===== src/rtl/lsu_pkg.sv =====
// lsu_pkg: shared size encodings, FSM state type and lane helper
// for the load/store unit and its load-alignment sub-module.
package lsu_pkg;

    localparam logic [1:0] SIZE_WORD = 2'b00;
    localparam logic [1:0] SIZE_HALF = 2'b01;
    localparam logic [1:0] SIZE_BYTE = 2'b10;
    localparam logic [1:0] SIZE_RSVD = 2'b11;

    typedef enum logic [1:0] {
        IDLE,
        REQ,
        RSP,
        DONE
    } lsu_state_t;

    // Byte lanes for an access at offset 0; reserved size gives none.
    function automatic logic [3:0] lane_mask(input logic [1:0] size);
        case (size)
            SIZE_WORD: lane_mask = 4'b1111;
            SIZE_HALF: lane_mask = 4'b0011;
            SIZE_BYTE: lane_mask = 4'b0001;
            default:   lane_mask = 4'b0000;
        endcase
    endfunction

endpackage


===== src/rtl/lsu_load_align.sv =====
// lsu_load_align: shifts {beat1, beat0} down by the byte offset,
// truncates to the access size and zero/sign extends.
// Ports: data (64b two-beat read), off (byte offset), size, sign,
//        result (32b extended load value).
module lsu_load_align
    import lsu_pkg::*;
(
    input  logic [63:0] data,
    input  logic [1:0]  off,
    input  logic [1:0]  size,
    input  logic        sign,
    output logic [31:0] result
);

    logic [31:0] lo;

    assign lo = 32'(data >> {off, 3'b000});

    always_comb begin
        result = '0;
        case (size)
            SIZE_WORD: result = lo;
            SIZE_HALF: result = {{16{sign & lo[15]}}, lo[15:0]};
            SIZE_BYTE: result = {{24{sign & lo[7]}}, lo[7:0]};
            default:   result = '0;
        endcase
    end

endmodule


===== src/rtl/load_store_unit.sv =====
// load_store_unit: core-side load/store initiator on a word-aligned,
// byte-enabled memory bus; splits word-crossing accesses in two beats.
// Core side: clk, rst, req_valid/req_ready, MemWrite, LoadSign, size,
//   ALUResult, WriteData -> resp_valid, resp_err, Result.
// Bus side: mem_req/we/addr/be/wdata -> mem_gnt, mem_rvalid, mem_rdata.
// Build option: LSU_MISALIGN_TRAP_EN rejects crossing accesses
//   with resp_err instead of splitting them.
module load_store_unit
    import lsu_pkg::*;
#(
    parameter int WIDTH = 32
) (
    input  logic             clk,
    input  logic             rst,
    input  logic             req_valid,
    output logic             req_ready,
    input  logic             MemWrite,
    input  logic             LoadSign,
    input  logic [1:0]       size,
    input  logic [WIDTH-1:0] ALUResult,
    input  logic [WIDTH-1:0] WriteData,
    output logic             resp_valid,
    output logic             resp_err,
    output logic [WIDTH-1:0] Result,
    output logic             mem_req,
    output logic             mem_we,
    output logic [WIDTH-1:0] mem_addr,
    output logic [3:0]       mem_be,
    output logic [WIDTH-1:0] mem_wdata,
    input  logic             mem_gnt,
    input  logic             mem_rvalid,
    input  logic [WIDTH-1:0] mem_rdata
);

    lsu_state_t         state, state_n;

    logic               q_we, q_sign, q_beat, q_err;
    logic [1:0]         q_size, q_off;
    logic [WIDTH-1:0]   q_base;
    logic [7:0]         q_mask;
    logic [2*WIDTH-1:0] q_wdata, q_rdata;

    logic               accept, reject, more, is_req;
    logic [7:0]         mask8;
    logic [2*WIDTH-1:0] rd_cat;
    logic [WIDTH-1:0]   ld_val;

    assign accept = req_valid & (state == IDLE);
    assign mask8  = 8'({4'b0000, lane_mask(size)} << ALUResult[1:0]);

`ifdef LSU_MISALIGN_TRAP_EN
    assign reject = (size == SIZE_RSVD) | (|mask8[7:4]);
    assign more   = 1'b0;
`else
    assign reject = (size == SIZE_RSVD);
    assign more   = ~q_beat & (|q_mask[7:4]);
`endif

    always_comb begin
        state_n = state;
        case (state)
            IDLE: if (accept) state_n = reject ? DONE : REQ;
            REQ:  if (mem_gnt) state_n = RSP;
            RSP:  if (mem_rvalid) state_n = more ? REQ : DONE;
            DONE: state_n = IDLE;
            default: state_n = IDLE;
        endcase
    end

    // The last beat is still on mem_rdata when Result is loaded.
    assign rd_cat = q_beat ? {mem_rdata, q_rdata[WIDTH-1:0]}
                           : {q_rdata[2*WIDTH-1:WIDTH], mem_rdata};

    lsu_load_align u_align (
        .data   (rd_cat),
        .off    (q_off),
        .size   (q_size),
        .sign   (q_sign),
        .result (ld_val)
    );

    always_ff @(posedge clk) begin
        if (rst) begin
            state   <= IDLE;
            q_we    <= 1'b0;
            q_sign  <= 1'b0;
            q_beat  <= 1'b0;
            q_err   <= 1'b0;
            q_size  <= '0;
            q_off   <= '0;
            q_base  <= '0;
            q_mask  <= '0;
            q_wdata <= '0;
            q_rdata <= '0;
            Result  <= '0;
        end else begin
            state <= state_n;
            if (accept) begin
                q_we    <= MemWrite;
                q_sign  <= LoadSign;
                q_size  <= size;
                q_off   <= ALUResult[1:0];
                q_base  <= {ALUResult[WIDTH-1:2], 2'b00};
                q_mask  <= mask8;
                q_wdata <= {{WIDTH{1'b0}}, WriteData}
                           << {ALUResult[1:0], 3'b000};
                q_beat  <= 1'b0;
                q_err   <= reject;
            end
            if (state == RSP && mem_rvalid) begin
                q_rdata <= rd_cat;
                if (more) q_beat <= 1'b1;
            end
            if (state_n == DONE && state != DONE)
                Result <= (state == RSP && !q_we) ? ld_val : '0;
        end
    end

    assign is_req     = (state == REQ);
    assign req_ready  = (state == IDLE);
    assign resp_valid = (state == DONE);
    assign resp_err   = (state == DONE) & q_err;
    assign mem_req    = is_req;
    assign mem_we     = is_req & q_we;
    assign mem_addr   = is_req ? q_base + {{(WIDTH-3){1'b0}}, q_beat, 2'b00}
                               : '0;
    assign mem_be     = !is_req ? 4'b0000
                      : (q_beat ? q_mask[7:4] : q_mask[3:0]);
    assign mem_wdata  = !is_req ? '0
                      : (q_beat ? q_wdata[2*WIDTH-1:WIDTH]
                                : q_wdata[WIDTH-1:0]);

endmodule


===== config.mk =====
export PLATFORM = sky130hd
export DESIGN_NAME = load_store_unit
export DESIGN_NICKNAME = d
export VERILOG_FILES = /design/src/rtl/lsu_pkg.sv /design/src/rtl/lsu_load_align.sv /design/src/rtl/load_store_unit.sv
export SDC_FILE = /design/constraint.sdc
export NUM_CORES = 1
export LEC_CHECK = 0
export ABC_AREA = 1
export ABC_CLOCK_PERIOD_IN_PS = 2200
export BUFFER_PORTS_ARGS = -buffer_cell sky130_fd_sc_hd__buf_2
export CAP_MARGIN = 20
export CORE_ASPECT_RATIO = 1.4
export CORE_MARGIN = 2
export CORE_UTILIZATION = 40
export CTS_CLUSTER_DIAMETER = 150
export CTS_CLUSTER_SIZE = 16
export DETAILED_ROUTE_END_ITERATION = 12
export PLACE_DENSITY_LB_ADDON = 0.1
export SLEW_MARGIN = 15
export SYNTH_ARGS = -nofsm -noshare
export SYNTH_HDL_FRONTEND = slang
export SYNTH_SLANG_ARGS = --single-unit

===== constraint.sdc =====
create_clock -name clk -period 2.2 [get_ports clk]
set_input_delay 0.33 -clock clk [delete_from_list [all_inputs] [get_ports clk]]
set_output_delay 0.33 -clock clk [all_outputs]
set_load 0.01 [all_outputs]

==> results of run 1 <==
==> Yosys cell counts <==
library cell,number,area [um^2]
a211o_1,1,8.76
o21ai_0,117,586
o211ai_2,1,12.5
nor3_1,19,95.1
a211oi_1,1,7.51
xnor2_1,7,61.3
conb_1,1,3.75
o211ai_1,6,45.0
xor2_1,8,70.1
a31oi_1,50,313
nor3b_1,1,7.51
nor2_1,140,526
a21oi_1,157,786
nand2_2,3,18.8
clkinv_1,2,7.51
nand3_1,164,821
ha_1,2,25.0
inv_1,74,278
dfxtp_1,191,3820
buf_2,30,150
a22oi_1,18,135
or2_2,1,6.26
buf_1,24,90.1
inv_2,6,22.5
a221oi_1,1,8.76
buf_4,8,60.1
nand4_1,6,37.5
clkbuf_1,53,199
nor2_4,2,22.5
a2bb2oi_1,2,17.5
nor2_2,2,12.5
nand2_1,508,1910
==> critical path: stages, from the launching register on <==
cell     delay, ns
dfxtp_4       0.36
ha_4          0.15
ha_4          0.14
nand2_4       0.05
nor2_4        0.10
nand2_2       0.09
nor2_4        0.11
nand2_4       0.08
nor2_4        0.10
buf_4         0.12
nand2_2       0.04
o21ai_1       0.12
a21oi_1       0.05
buf_2         0.14
==> cell families (layout without fill, tap and decap cells) <==
logic type	Yosys count	after routing	share of synthesized area
compound gates	354	354	0.189
xor+xnor	15	15	0.0129
fa+ha+maj	2	2	0.00246
buf+inv	197	390	0.0794
flops	191	191	0.376
other cells	1	4	0.000369
simple gates	846	846	0.340
==> power breakdown <==
| part | switching, uW | total, uW | leakage [uW] | internal [uW] |
|---|---|---|---|---|
| sequential | 140 | 3790 | 0.00157 | 3650 |
| combinational | 1160 | 1760 | 0.00378 | 599 |
| clock | 1470 | 3080 | 0.000263 | 1610 |
==> layout by cell type, fill, tap and decap left out, types with 49 or more instances in the layout <==
master     n
buf_4     51
nand2_1  485
inv_1     69
a21oi_1  154
a31oi_1   49
nand3_1  161
o21ai_0  114
dfxtp_1  168
buf_2    205
nor2_1   122
==> through the flow <==
step	utilization	instance area, um^2	setup slack, ns
after floorplan	-	10200	0.00722
after global placement	0.460	11600	0.0342
after detailed placement	0.460	11600	0.0237
after CTS	0.497	12500	-0.308
after global routing	0.511	12900	-0.342
final	0.511	12900	-0.226
==> how the worst max path moves through the flow <==
stage	cells past startpoint	slack (ns)	from	endpoint
finish	13	-0.23	q_beat	mem_addr[18]
global route	14	-0.34	q_beat	mem_addr[24]
CTS	14	-0.31	q_base[2]	mem_addr[24]
detailed placement	14	0.02	q_beat	mem_addr[24]
global placement	14	0.03	q_beat	mem_addr[24]
floorplan	12	0.007	q_beat	mem_addr[24]
==> sequential cells by signal, indices dropped and copies added, names as in the netlist <==
signal	count
Result	32
q_base	30
q_beat	1
q_err	1
q_mask	7
q_off	2
q_rdata	56
q_sign	1
q_size	2
q_wdata	56
q_we	1
state	2
==> routing by layer <==
metal,GRT usage,up-vias
met5,0,-
met3,0.0387,76
met1,0.291,5253
met2,0.438,328
met4,0.148,2
li1,-,5669
==> layout make-up <==
class	instances	area, um^2
Multi-Input combinational cell	1219	5990
Timing Repair Buffer	276	1720
Fill cell	2639	12300
Clock buffer	18	439
Sequential cell	191	3890
Clock inverter	14	131
Inverter	82	320
Antenna cell	2	5.00
Tap cell	319	399
==> timing repair <==
| item | 4_1_cts | 5_1_grt |
|---|---|---|
| setup endpoints to repair | 26 | 40 |
| buffers inserted | 12 | 10 |
| gates resized for setup | 82 | 81 |
| cloned | 0 | 1 |
| pin swaps | 25 | 35 |
==> flow_summary.ini, run 1 <==
[layout]
syn2layout_area_growth_pct = 26.8
layout.cells.non_filler = 2121
final_nets = 1894
drive_gt1_frac = 0.233

[logic_synthesis]
synth_cells = 1606
ys_seq_elements = 191
yosysSeqAreaShare = 0.376
syn_area_per_cell_um2 = 6.33
ys_types = 32
yosys_warnings = 0
synth_area_mm2 = 0.0102

[timing]
worst_pin_slew_ns = 0.989
final.setup.worst_slack_ns = -0.226
slew_headroom = 0.338
fin_crit_ns = 2.43
slew_viol_final = 0
setup_viol = 18
hold_slack_ns = 0.0890
fin_crit_sh = 1.10
finalSetupTns_ns = -2.07
rsz0062_at_grt = true
hold_viol = 0
fin_worst_skew_ns = 0.00917
fmax_mhz = 412

[die]
ios = 210
coreArea_mm2 = 0.0252
die_w_um = 139
row_count = 69
die_h_um = 193
die-area_mm2 = 0.0267
start_util = 0.403

[setup_path]
cp.arrival_ns = 2.10
rr_startpoint = q_beat
reg2reg_depth = 12
cp-end-kind = output port
worst-path-max-fanout = 3
worst-endpoint-required_ns = 1.87
r2r-end = Result[27]
critPathKind = reg -> out
start_kind = flip-flop
r2r_slack_ns = 0.19

[global_routing]
grt_first_pass_wirelength_um = 53400
grt_usage = 0.250
grt_pass1_vias = 10300
grt_max_degree = 61
grt_overflow = 0
antenna_found_initial = 3

[clocking]
h-tree-depth = 4
cts_buffers = 17
clock-sinks = 191
cts_root_buf = clkbuf_16
clkTransAtPathRegs_ns = 0.07
cts_tree = built
clk_latency_ns = 0.45
clockBufferDepth = 2
holdBufCountCts = 0

[routing]
ant_nets = 0
drt_iter0_drc = 786
wl_met2_um = 17000
firstDrtPassIters = 5
wirelength_um = 34600
via_per_inst = 5.34
drcViolationCount = 0
wl_met1_um = 14200
dr_wl_met3_um = 1560
highest_layer = met5
vias = 11300
routedWlPerCell_um = 16.3

[min_path]
min_from = rst
holdPathEnd = q_err
min_path_type = in -> reg
hold_depth = 2

[outcome]
violations = negative setup slack
status = finished, violations left

[placed_design]
dp_hpwl_um = 23200
dp_cells = 2069
gp_congestion = 0.886
numPortBuffers = 207

[pwr]
finalPower_uw = 8630
leakage_uw = 0.00561
vdd_drop_max_mv = 0.613
p_per_area_mw_per_mm2 = 669

[run]
cap_violations = 0
(Power assumes the default switching activity.)
==> inputs of run 2 (changes only) <==
--- a/config.mk
+++ b/config.mk
@@ -11,12 +11,13 @@
 export CAP_MARGIN = 20
 export CORE_ASPECT_RATIO = 1.4
 export CORE_MARGIN = 2
-export CORE_UTILIZATION = 40
+export CORE_UTILIZATION = 50
 export CTS_CLUSTER_DIAMETER = 150
-export CTS_CLUSTER_SIZE = 16
+export CTS_CLUSTER_SIZE = 14
 export DETAILED_ROUTE_END_ITERATION = 12
 export PLACE_DENSITY_LB_ADDON = 0.1
 export SLEW_MARGIN = 15
 export SYNTH_ARGS = -nofsm -noshare
 export SYNTH_HDL_FRONTEND = slang
 export SYNTH_SLANG_ARGS = --single-unit
+export TNS_END_PERCENT = 50
==> run 2 against run 1 <==
Effect of this change:
- the flow still finishes with violations (negative setup slack)
- die area down 20%
- power down 1.6%
- utilization up 11 points
- combinational power down 3%
- cell area down 3.5%
- first-iteration DRC count up 23%
- fmax down 1.9%
- sequential cell count unchanged
- wire length down 5.6%
==> flow_summary.ini, run 2 (synthesis results as in run 1) <==
[clocking]
clockBufferDepth = 2
clk_latency_ns = 0.44
clock-sinks = 191
holdBufCountCts = 0
clkTransAtPathRegs_ns = 0.08
h-tree-depth = 4
cts_buffers = 17
cts_tree = built
cts_root_buf = clkbuf_16

[timing]
fin_crit_ns = 2.47
fin_crit_sh = 1.12
rsz0062_at_grt = true
slew_viol_final = 0
setup_viol = 79
hold_viol = 0
final.setup.worst_slack_ns = -0.273
worst_pin_slew_ns = 0.921
slew_headroom = 0.384
fin_worst_skew_ns = 0.0151
hold_slack_ns = 0.144
fmax_mhz = 404

[placed_design]
postPlaceCellArea_mm2 = 0.0114
numPortBuffers = 207
gp_congestion = 0.899
dp_hpwl_um = 21800

[routing]
drt_iter0_drc = 966
dr_wl_met3_um = 1660
wl_met2_um = 16200
wl_met1_um = 13200
firstDrtPassIters = 5
highest_layer = met5
wirelength_um = 32700
vias = 11400
via_per_inst = 5.59
ant_nets = 0
drcViolationCount = 0
routedWlPerCell_um = 16.0

[die]
die-area_mm2 = 0.0215
row_count = 61
coreArea_mm2 = 0.0199
ios = 210
die_w_um = 124
die_h_um = 173
start_util = 0.510

[setup_path]
path_cells = ha_4, ha_4, nand2_4, nor2_4, nand2_2, nor2_2, nand2_2, nor3_1, xnor2_1, nor2_1, buf_2
rr_startpoint = q_beat
cpPeakStageDelay_ns = 0.36
slowest_stage = dfxtp_2
cp-end-kind = output port
path_delay_family = simple AND/OR/NAND/NOR gates
worst-path-buf-inv = 1
critPathKind = reg -> out
crit_start = q_beat
start_kind = flip-flop
r2r_slack_ns = -0.06
cp.arrival_ns = 2.14
worst-path-max-fanout = 3
worst-endpoint-required_ns = 1.87

[pwr]
seqPwrFrac = 0.446
switchingPower_uw = 2770
power_frac_clock = 0.352
leakage_uw = 0.00542
vdd_drop_max_mv = 0.538
comb_power_share = 0.202
p_int_uw = 5720
p_per_area_mw_per_mm2 = 683
finalPower_uw = 8490
swShare = 0.326

[global_routing]
grt_overflow = 0
grt_usage = 0.291
grt_pass1_vias = 10300
grt_first_pass_wirelength_um = 51600
grt_max_degree = 115
antenna_found_initial = 2

[layout]
top_regs = q_rdata (56), q_wdata (56), Result (32)
finish.instance_area_mm2 = 0.0124
syn2layout_area_growth_pct = 22.4
final_nets = 1878
drive_gt1_frac = 0.208
fillCellCount = 1941
layout_commonest_cell = nand2_1
final_cell_mix = nand2_1 (495), buf_2 (206), dfxtp_1 (179)

[outcome]
violations = negative setup slack
status = finished, violations left

[run]
cap_violations = 0

[min_path]
min_path_type = in -> reg
min_from = ALUResult[25]
## run 2: cell types whose count changed in the layout (fill, tap and decap cells not counted), moves of 5 or more
cell and change:
nand2_2 -6, nor2_4 -5, clkinvlp_4 -5, nand2_1 +10, buf_4 -15, dfxtp_1 +11, dfxtp_4 -15
## run 2: path summary, 6_finish.rpt
kind / depth (start not counted) / endpoint
min reg2reg: 2 / q_rdata[4]
max: 11 / mem_addr[28]
min: 3 / q_base[25]
max reg2reg: 12 / Result[24]
## run 2: tightest hold or removal path, cell delays in order
cell and delay, ns:
buf_2 0.08, o21ai_0 0.07, nor2_1 0.07
## run 2: stage by stage
| stage | TNS, ns | std cells | util | setup slack [ns] |
|---|---|---|---|---|
| floorplan | 0 | 1607 | - | 0.00722 |
| global placement | 0 | 1993 | 0.575 | 0.0821 |
| detailed placement | 0 | 1993 | 0.575 | 0.0421 |
| CTS | -7.28 | 2034 | 0.616 | -0.338 |
| global route | -17.14 | 2037 | 0.624 | -0.386 |
| finish | -7.23 | 2037 | 0.624 | -0.273 |
## run 2: power by group through the flow
stage                     clock (uW)  combinational [uW]  sequential (uW)
after floorplan                    0                1080             3820
after global placement             0                1660             3840
after detailed placement           0                1670             3850
after CTS                       3030                1680             3770
after global routing            3180                1900             3810
final                           2990                1710             3790
## run 2: layout make-up
| class | instances | area [um^2] | share of cell area |
|---|---|---|---|
| antenna | 1 | 2.50 | 0.000201 |
| clock buffer | 18 | 429 | 0.0345 |
| clock inverter | 14 | 128 | 0.0103 |
| inverter | 82 | 313 | 0.0252 |
| multi-input combinational | 1220 | 5850 | 0.470 |
| sequential | 191 | 3840 | 0.309 |
| tap | 252 | 315 | 0.0254 |
| timing repair buffer | 259 | 1560 | 0.126 |
## run 2: what timing repair did
action                     CTS  global route
gates cloned                 0             1
buffers inserted             9             7
resized for setup           57            40
setup endpoints to repair   57            95
pin swaps                   15            14
## run 2: per-layer routing
layer	global-route usage	vias to the layer above
li1	-	5652
met1	0.349	5260
met2	0.503	403
met3	0.0486	71
met4	0.147	2
met5	0	-
